[src/rtl/ddr_rd_pkg.sv]
// Shared types and constants for the DDR read-capture path: calibration FSM states,
// latency bounds and the default calibration data patterns.
package ddr_rd_pkg;

   typedef enum logic [2:0] {
      IDLE,
      ISSUE,
      WAIT,
      CHECK,
      RUN,
      FAIL
   } rd_state_t;

   localparam int MINLAT = 2;
   localparam int BEATS  = 2;

   localparam logic [31:0] PAT_RISE_DEF = 32'hFFFF0000;
   localparam logic [31:0] PAT_FALL_DEF = 32'h0000FFFF;

endpackage

[src/rtl/dqs_rd_capture_if.sv]
// Read-capture bundle between the controller/IDDR side (master) and the capture block (slave).
// Carries read strobes, IDDR data, the DQS gate and the aligned read word with calibration status.
interface dqs_rd_capture_if
   import ddr_rd_pkg::*;
#(
   parameter int DW = 32,
   parameter int LW = 4
);
   logic              StartCal;
   logic              ReadIssued;
   logic              CalReadReq;
   logic [DW-1:0]     RiseData;
   logic [DW-1:0]     FallData;
   logic              DQSgateL;
   logic [2*DW-1:0]   RdData;
   logic              RdValid;
   logic              CalDone;
   logic              CalFail;
   logic [LW-1:0]     RdLatency;

   modport master (
      output StartCal, ReadIssued, RiseData, FallData,
      input  CalReadReq, DQSgateL, RdData, RdValid, CalDone, CalFail, RdLatency
   );

   modport slave (
      input  StartCal, ReadIssued, RiseData, FallData,
      output CalReadReq, DQSgateL, RdData, RdValid, CalDone, CalFail, RdLatency
   );
endinterface

[src/rtl/rd_delay_line.sv]
// Read-command delay line: sr[k] is a read strobe delayed k+1 cycles; taps give the beat window and DQS gate.
// Latency: combinational taps off a 1-cycle-delayed shift register; no backpressure, clr flushes in-flight reads.
module rd_delay_line
   import ddr_rd_pkg::*;
#(
   parameter int MAXLAT = 16,
   parameter int LW     = $clog2(MAXLAT)
) (
   input  logic          core_clk,
   input  logic          arst_n,
   input  logic          clr,
   input  logic          rd_in,
   input  logic [LW-1:0] lat,
   output logic          win,
   output logic          first,
   output logic          gate
);
   localparam int SRLEN = MAXLAT + 2;
   localparam int IW    = $clog2(SRLEN);

   logic [SRLEN-1:0] sr;
   logic [IW-1:0]    tap;

   always_ff @(posedge core_clk or negedge arst_n) begin
      if (!arst_n) begin
         sr <= '0;
      end else if (clr) begin
         sr <= '0;
      end else begin
         sr <= {sr[SRLEN-2:0], rd_in};
      end
   end

   assign tap   = IW'(lat);
   assign first = sr[tap];
   assign win   = sr[tap] | sr[tap + IW'(1)];
   // one preamble tap ahead of the two data beats
   assign gate  = sr[tap - IW'(2)] | sr[tap - IW'(1)] | sr[tap];

endmodule

[src/rtl/dqs_rd_capture.sv]
// DQS read gate, beat alignment and read-latency calibration; RdValid/RdData trail ReadIssued by lat+2 cycles.
// No backpressure: reads are accepted whenever issued in RUN, all other read strobes are dropped.
module dqs_rd_capture
   import ddr_rd_pkg::*;
#(
   parameter int              DW       = 32,
   parameter int              MAXLAT   = 16,
   parameter logic [DW-1:0]   PAT_RISE = PAT_RISE_DEF,
   parameter logic [DW-1:0]   PAT_FALL = PAT_FALL_DEF
) (
   input  logic             MCLK,
   input  logic             ResetL,
   dqs_rd_capture_if.slave  bus
);
   localparam int            LW     = $clog2(MAXLAT);
   localparam int            CW     = $clog2(MAXLAT + BEATS + 1);
   localparam logic [CW-1:0] WEND   = CW'(MAXLAT + BEATS);
   localparam logic [LW-1:0] LATMIN = LW'(MINLAT);
   localparam logic [LW-1:0] LATMAX = LW'(MAXLAT - 1);

   rd_state_t      state;
   logic [LW-1:0]  lat;
   logic [CW-1:0]  wcnt;
   logic           m0, m1;
   logic           win, first, gate;
   logic           start_ok, rd_in, pat_ok, run_ok, gate_en;

   assign start_ok = bus.StartCal && (state == IDLE || state == RUN || state == FAIL);
   assign run_ok   = (state == RUN) && !bus.StartCal;
   assign rd_in    = bus.ReadIssued && ((state == ISSUE) || run_ok);
   assign pat_ok   = (bus.RiseData == PAT_RISE) && (bus.FallData == PAT_FALL);
   assign gate_en  = !start_ok && (state == ISSUE || state == WAIT || state == CHECK || state == RUN);

   rd_delay_line #(.MAXLAT(MAXLAT), .LW(LW)) u_dly (
      .core_clk (MCLK),
      .arst_n   (ResetL),
      .clr      (start_ok),
      .rd_in    (rd_in),
      .lat      (lat),
      .win      (win),
      .first    (first),
      .gate     (gate)
   );

   assign bus.RdLatency = lat;

   always_ff @(posedge MCLK or negedge ResetL) begin
      if (!ResetL) begin
         state          <= IDLE;
         lat            <= LATMIN;
         wcnt           <= '0;
         m0             <= 1'b0;
         m1             <= 1'b0;
         bus.CalReadReq <= 1'b0;
         bus.CalDone    <= 1'b0;
         bus.CalFail    <= 1'b0;
         bus.DQSgateL   <= 1'b1;
         bus.RdValid    <= 1'b0;
         bus.RdData     <= '0;
      end else begin
         bus.DQSgateL <= !(gate && gate_en);
         bus.RdValid  <= run_ok && win;
         if (run_ok && win) begin
            bus.RdData <= {bus.RiseData, bus.FallData};
         end

         case (state)
            IDLE, RUN, FAIL: begin
               if (bus.StartCal) begin
                  state          <= ISSUE;
                  lat            <= LATMIN;
                  bus.CalDone    <= 1'b0;
                  bus.CalFail    <= 1'b0;
                  bus.CalReadReq <= 1'b1;
               end
            end
            ISSUE: begin
               m0   <= 1'b0;
               m1   <= 1'b0;
               wcnt <= '0;
               if (bus.ReadIssued) begin
                  bus.CalReadReq <= 1'b0;
                  state          <= WAIT;
               end
            end
            WAIT: begin
               // only the calibration read is in the delay line, so first picks the beat
               if (win && pat_ok) begin
                  if (first) m0 <= 1'b1;
                  else       m1 <= 1'b1;
               end
               if (wcnt == WEND) state <= CHECK;
               else              wcnt  <= wcnt + CW'(1);
            end
            CHECK: begin
               if (m0 && m1) begin
                  bus.CalDone <= 1'b1;
                  state       <= RUN;
               end else if (lat == LATMAX) begin
                  bus.CalFail <= 1'b1;
                  state       <= FAIL;
               end else begin
                  lat            <= lat + LW'(1);
                  bus.CalReadReq <= 1'b1;
                  state          <= ISSUE;
               end
            end
            default: state <= IDLE;
         endcase
      end
   end

endmodule
[src/flat_wrapper.sv]
// flat-port wrapper written by rule: the top's interface ports become plain ports
module dqs_rd_capture_flat import ddr_rd_pkg::*;
#(
   parameter int              DW       = 32,
   parameter int              MAXLAT   = 16,
   parameter logic [DW-1:0]   PAT_RISE = PAT_RISE_DEF,
   parameter logic [DW-1:0]   PAT_FALL = PAT_FALL_DEF
)
  (MCLK, ResetL, bus_StartCal, bus_ReadIssued, bus_RiseData, bus_FallData, bus_CalReadReq, bus_DQSgateL, bus_RdData, bus_RdValid, bus_CalDone, bus_CalFail, bus_RdLatency);
  dqs_rd_capture_if #(.DW(DW)) bus_i ();
  input  logic MCLK;
  input  logic ResetL;
  input wire logic [$bits(bus_i.StartCal)-1:0] bus_StartCal;
  input wire logic [$bits(bus_i.ReadIssued)-1:0] bus_ReadIssued;
  input wire logic [$bits(bus_i.RiseData)-1:0] bus_RiseData;
  input wire logic [$bits(bus_i.FallData)-1:0] bus_FallData;
  output wire logic [$bits(bus_i.CalReadReq)-1:0] bus_CalReadReq;
  output wire logic [$bits(bus_i.DQSgateL)-1:0] bus_DQSgateL;
  output wire logic [$bits(bus_i.RdData)-1:0] bus_RdData;
  output wire logic [$bits(bus_i.RdValid)-1:0] bus_RdValid;
  output wire logic [$bits(bus_i.CalDone)-1:0] bus_CalDone;
  output wire logic [$bits(bus_i.CalFail)-1:0] bus_CalFail;
  output wire logic [$bits(bus_i.RdLatency)-1:0] bus_RdLatency;
  assign bus_i.StartCal = bus_StartCal;
  assign bus_i.ReadIssued = bus_ReadIssued;
  assign bus_i.RiseData = bus_RiseData;
  assign bus_i.FallData = bus_FallData;
  assign bus_CalReadReq = bus_i.CalReadReq;
  assign bus_DQSgateL = bus_i.DQSgateL;
  assign bus_RdData = bus_i.RdData;
  assign bus_RdValid = bus_i.RdValid;
  assign bus_CalDone = bus_i.CalDone;
  assign bus_CalFail = bus_i.CalFail;
  assign bus_RdLatency = bus_i.RdLatency;
  dqs_rd_capture #(.DW(DW), .MAXLAT(MAXLAT), .PAT_RISE(PAT_RISE), .PAT_FALL(PAT_FALL)) u_core (.MCLK(MCLK), .ResetL(ResetL), .bus(bus_i));
endmodule
[config.mk]
export PLATFORM = sky130hd
export DESIGN_NAME = dqs_rd_capture_flat
export DESIGN_NICKNAME = d
export VERILOG_FILES = /design/src/rtl/ddr_rd_pkg.sv /design/src/rtl/dqs_rd_capture_if.sv /design/src/rtl/rd_delay_line.sv /design/src/rtl/dqs_rd_capture.sv /design/src/flat_wrapper.sv
export SDC_FILE = /design/constraint.sdc
export NUM_CORES = 1
export LEC_CHECK = 0
export ABC_AREA = 0
export BUFFER_PORTS_ARGS = -buffer_cell sky130_fd_sc_hd__buf_2
export CORE_MARGIN = 2
export CORE_UTILIZATION = 52
export DETAILED_ROUTE_END_ITERATION = 12
export PLACE_DENSITY = 0.83
export SLEW_MARGIN = 20
export SYNTH_ARGS = -nofsm -noshare
export SYNTH_HDL_FRONTEND = slang
export SYNTH_HIERARCHICAL = 1
export SYNTH_SLANG_ARGS = --single-unit
[constraint.sdc]
create_clock -name MCLK -period 3.8 [get_ports MCLK]
set_input_delay 0.57 -clock MCLK [delete_from_list [all_inputs] [get_ports MCLK]]
set_output_delay 0.57 -clock MCLK [all_outputs]
set_load 0.1 [all_outputs]
* Word-level counts from Yosys, hierarchy flattened
Index checks and enable logic that the tools add are counted.
Cells by class: add/sub/neg operators 5, reductions and logical operators 31, bitwise gates (word level) 3, $lt $le $gt $ge 4, shift operators 0, div/mod/pow operators 0, equality and inequality tests 20, mux-type cells 38, multipliers 0
Operators by type and width (count):
- == test 32 x 16 -> 1 bit (second input constant) | 1
- == test 32 bit (second input constant) | 1
- inequality test 2 bit (second input constant) | 10
- less-than comparator 5 x 6 -> 1 bit (second input constant) | 3
- 2-to-1 mux 18 bit | 1
- 2-to-1 mux 1 bit | 16
- binary-select mux 1 bit (select 5 bit) | 3
- 2-to-1 mux 3 bit | 5
- 2-to-1 mux 4 bit | 3
- case mux 3 bit (4 select lines) | 1
- AND reduction 3 bit | 4
- case mux 5 bit (2 select lines) | 1
- logical AND 1 bit | 9
- case mux 1 bit (2 select lines) | 4
- case mux 4 bit (2 select lines) | 1
- AND reduction 4 bit | 2
- == test 3 x 2 -> 1 bit (second input constant) | 2
- == test 3 bit (second input constant) | 2
- logical OR 1 bit | 6
- less-than comparator 4 x 6 -> 1 bit (second input constant) | 1
- adder 4 x 1 -> 5 bit (second input constant) | 1
- adder 5 x 1 -> 5 bit (second input constant) | 1
- == test 5 bit (second input constant) | 1
- 2-to-1 mux 5 bit | 1
- 16 further kinds | 21
Storage, ports and cells: memories 0, input bits 68, bits in writable memories 0, ROM bits 0, flip-flop bits (word level) 101, latch bits 0, output and inout port bits 73, logic and storage cells 113

* Logic depth before layout (Yosys ltp)
word-level depth 8, depth in mapped cells 14, gate-level depth less buffers 10

* By module
Netlist, hierarchy kept.
Modules (own cells, without submodules):
- dqs_rd_capture | times used 1, area each 3520.9 µm², seq. area each 2079.5 µm², cells an instance 260
- rd_delay_line | times used 1, area each 1263.7 µm², seq. area each 425.4 µm², cells an instance 123

* Worst setup path after synthesis
No wires, ideal clock.
path type reg-to-reg, start point register u_core.lat[0], in the netlist u_core/bus.RdLatency[0], end point register u_core.bus.RdData[0], stages on the path, launching flop included 15, arrival time 3.849 ns, slack -0.175 ns, required time 3.674 ns, path buffers 6, period minus slack after synthesis 3.975 ns, cell sequence dfrtp_1 buf_2 buf_6 buf_2 inv_2 ha_1 clkbuf_1 mux4_2 nand2_1 nand4_1 a31o_1 nand3_1 buf_2 buf_6 mux2_2
Between the ends: cells in the longest elaborated chain, start to end 5
RTL lines:
- from (decl) | RTL line dqs_rd_capture.sv:22 | logic [LW-1:0] lat;
- from (signal assigned) | RTL line dqs_rd_capture.sv:103 | lat <= lat + LW'(1);
- adder 4 x 1 -> 5 bit | RTL line rd_delay_line.sv:36 | assign win = sr[tap] | sr[tap + IW'(1)];
- binary-select mux 1 bit (select 5 bit) | RTL line rd_delay_line.sv:36
- 2-to-1 mux 1 bit (not written as such) | RTL line rd_delay_line.sv:36
- OR 1 bit (*) | RTL line rd_delay_line.sv:36
- via u_core.win | RTL line dqs_rd_capture.sv:25 | logic win, first, gate;
- logical AND 1 bit (*) | RTL line dqs_rd_capture.sv:63 | if (run_ok && win) begin
- to (signal assigned) | RTL line dqs_rd_capture.sv:64 | bus.RdData <= {bus.RiseData, bus.FallData};
- to (decl) | RTL line dqs_rd_capture_if.sv:28 | output CalReadReq, DQSgateL, RdData, RdValid, CalDone, CalFail, RdLatency
The timed path passes the listed nets; every way through them passes the cells marked *. The select of a mux whose other input is x is not followed. A chain may end at the register's enable or synchronous reset.

* Worst setup path after layout
start point register u_core.lat[1], in the netlist u_core/bus.RdLatency[1], end point register u_core.bus.RdData[9]
Same word-level chain as after synthesis.

==> metrics.txt <==
prevailing post-synth register cell dfrtp_1; final period demand of the worst path 3.42 ns; status finished, final reports clean; Setup Skew 0.0160 ns; Area Overhead vs Synth 19.4%; count of final setup violators 0; CP Capture Type register; max-slew violation total from the final report 0; Least-Margin Pin Slew 0.943 ns; area of the core 0.00906 sq mm; CTS H-Tree Depth 3; # IOs 141; # hold bufs at CTS 0; register area share after synthesis 52.4%; CP Data Required Time 4.04 ns; DR WL/cell 17.8 microns; total track usage 23.4%; Crit. Startpoint u_core/bus.RdLatency[1]; initial antenna violation count 0; Mapped Area 0.00478 sq mm; Critical Path Start Type register; vias 3600; CTS resizes 0; Layout Utilization 63.0%; number of core rows 35; Sink Count 100; non-filler instance count after layout 634; Routed Antenna Nets 0; antenna diode count 0; Power per Cell Area 601 mW/mm^2; reg2reg start u_core/bus.RdLatency[1]; pin count of the biggest net entering global routing 78; DIE AREA 0.00998 sq mm; Leak 3.07 nW; Initial Utilization 52.8%; warnings from Yosys 6; DIE WIDTH 99.9 microns; Mean Syn Cell Area 12.5 sq um; max-cap viol count 0; Pre-antenna DRT Iters 4; routability congestion estimate from global placement 0.933; Post-CTS Setup Inserts 0; CP Max Fanout 65; Total Wirelength 11.3 mm; vias in the first global route 3729; synth top area cells dfrtp_1 51%, mux2_2 16%, mux4_2 2.8%, mux2i_1 2.7%, nor2b_1 2.6%; post-synth top area share 51.3%; area leader, netlist dfrtp_1; Worst Hold Class input pin to async pin; Via density 5.68; Slew headroom 37.1%; share of layout cells above drive strength 1 45.5%; Die Y 99.9 microns; Clk Latency, worst-skew pair 0.36 ns; critical path arrival 3.65 ns; Clock Path Buffers 2; DP HPWL 8.38 mm; Design Area, Final 0.00571 sq mm; CTS tree done; placed instance count 618; period utilization 89.9%; port buffer count 140; Peak VDD IR 0.000307 V; Root Buffer clkbuf_8; Iter 0 DRT Violations 172; asr flop ratio synth 100%; clock slew at reported path FFs 0.11 ns; Mapped Nets 459; Post-synth EDFFs 0; Gate Count Post-Synth 383; unrepaired setup endpoints after global routing no; total CTS buffers 9; TNS Setup 0 ns; Netlist cell types 54; total grt overflow 0; Yosys reg bits 100; drt drc 0; first-pass GRT wire length 18.2 mm; Hold Vio Cnt, Final 0; Area after DPL 0.00553 sq mm; fin nets 594; Setup CP Type register to register; top achievable clock speed 0.293 GHz
## stage by stage
stage	hold slack, ns	worst slack [ns]	total power, W
floorplan	0.274	0.148	0.00250
global placement	0.484	0.552	0.00275
detailed placement	0.487	0.444	0.00280
CTS	0.374	0.433	0.00345
global route	0.421	0.206	0.00363
finish	0.333	0.384	0.00344
## state kept, by name, indices dropped and copies added (netlist names)
register,count
u_core/bus.CalReadReq,1
u_core/bus.RdLatency,4
u_core/bus.RdData,64
u_core/bus.DQSgateL,1
u_core/bus.CalFail,1
u_core/bus.RdValid,1
u_core/m1,1
u_core/bus.CalDone,1
u_core/state,3
u_core/wcnt,5
u_core/u_dly/sr,17
u_core/m0,1
## power by group
group          switching, W  total (W)  internal (W)  leakage (nW)
logic              0.000932    0.00141      0.000481          1.60
registers          0.000186    0.00138       0.00119          1.37
clock network      0.000395   0.000648      0.000253        0.0909
## kinds of logic after synthesis
logic type	synth area share, %
XOR/XNOR	0.915
AO/OA/AOI/OAI	7.27
flip-flops	52.4
multiplexers	21.5
buffers and inverters	3.74
AND/OR/NAND/NOR	12.1
adder cells (fa/ha/maj)	2.09
## worst paths after layout
kind,to,cells past startpoint,slack (ns)
min in group MCLK,u_core/bus.RdData[46],2,0.45
max in group asynchronous,u_core/bus.RdData[45],2,2.56
setup / recovery,u_core/bus.RdData[9],9,0.38
hold reg to reg,u_core/bus.RdData[12],1,0.51
hold / removal,u_core/bus.RdData[5],1,0.33
setup reg to reg,u_core/bus.RdData[9],9,0.38
## layout make-up
type                    count  area, sq um
flip-flops and latches    100         2510
fillers                   693         3350
clock inverters             6         56.3
clock buffers              10          128
inverters                   9         33.8
multi-input cells         254         2110
well taps                 111          139
repair buffers            144          746
## synth_stat cells, drive strengths merged, types with 5 or more instances
| master | count |
|---|---|
| nand4 | 11 |
| mux2i | 13 |
| buf | 15 |
| o21ai | 11 |
| mux4 | 6 |
| nand2 | 16 |
| inv | 9 |
| mux2 | 68 |
| a21oi | 12 |
| nor2 | 8 |
| dfrtp | 98 |
| nor4 | 7 |
| ha | 8 |
| nand3 | 12 |
| nor2b | 20 |
| nor3 | 5 |
## critical path, stage by stage (launching register included)
cell,delay [ns]
dfstp_2,0.73
inv_1,0.20
ha_1,0.61
mux4_2,0.55
nand2b_1,0.08
nand4_1,0.09
a31o_1,0.21
nand3_2,0.10
buf_12,0.30
mux2_2,0.39
## cells in the final DEF, fill, tap and decap left out, drive strengths merged, types with 10 or more instances in the layout
| master | synthesis | layout |
|---|---|---|
| a21oi | 12 | 12 |
| buf | 15 | 144 |
| nand2 | 16 | 16 |
| dfrtp | 98 | 98 |
| nand3 | 12 | 12 |
| nand4 | 11 | 11 |
| mux2i | 13 | 13 |
| mux2 | 68 | 68 |
| o21ai | 11 | 11 |
| clkbuf | 4 | 10 |
| nor2b | 20 | 20 |
| inv | 9 | 12 |
## layer usage
| metal | track usage [%] | up-vias | routed length [microns] |
|---|---|---|---|
| li1 | - | 1674 | - |
| met1 | 29.1 | 1780 | 4550 |
| met2 | 38.1 | 126 | 5580 |
| met3 | 7.31 | 20 | 854 |
| met4 | 9.69 | 0 | 284 |
| met5 | 0 | - | 0 |
Note: power is estimated with default switching activity, not from simulation.
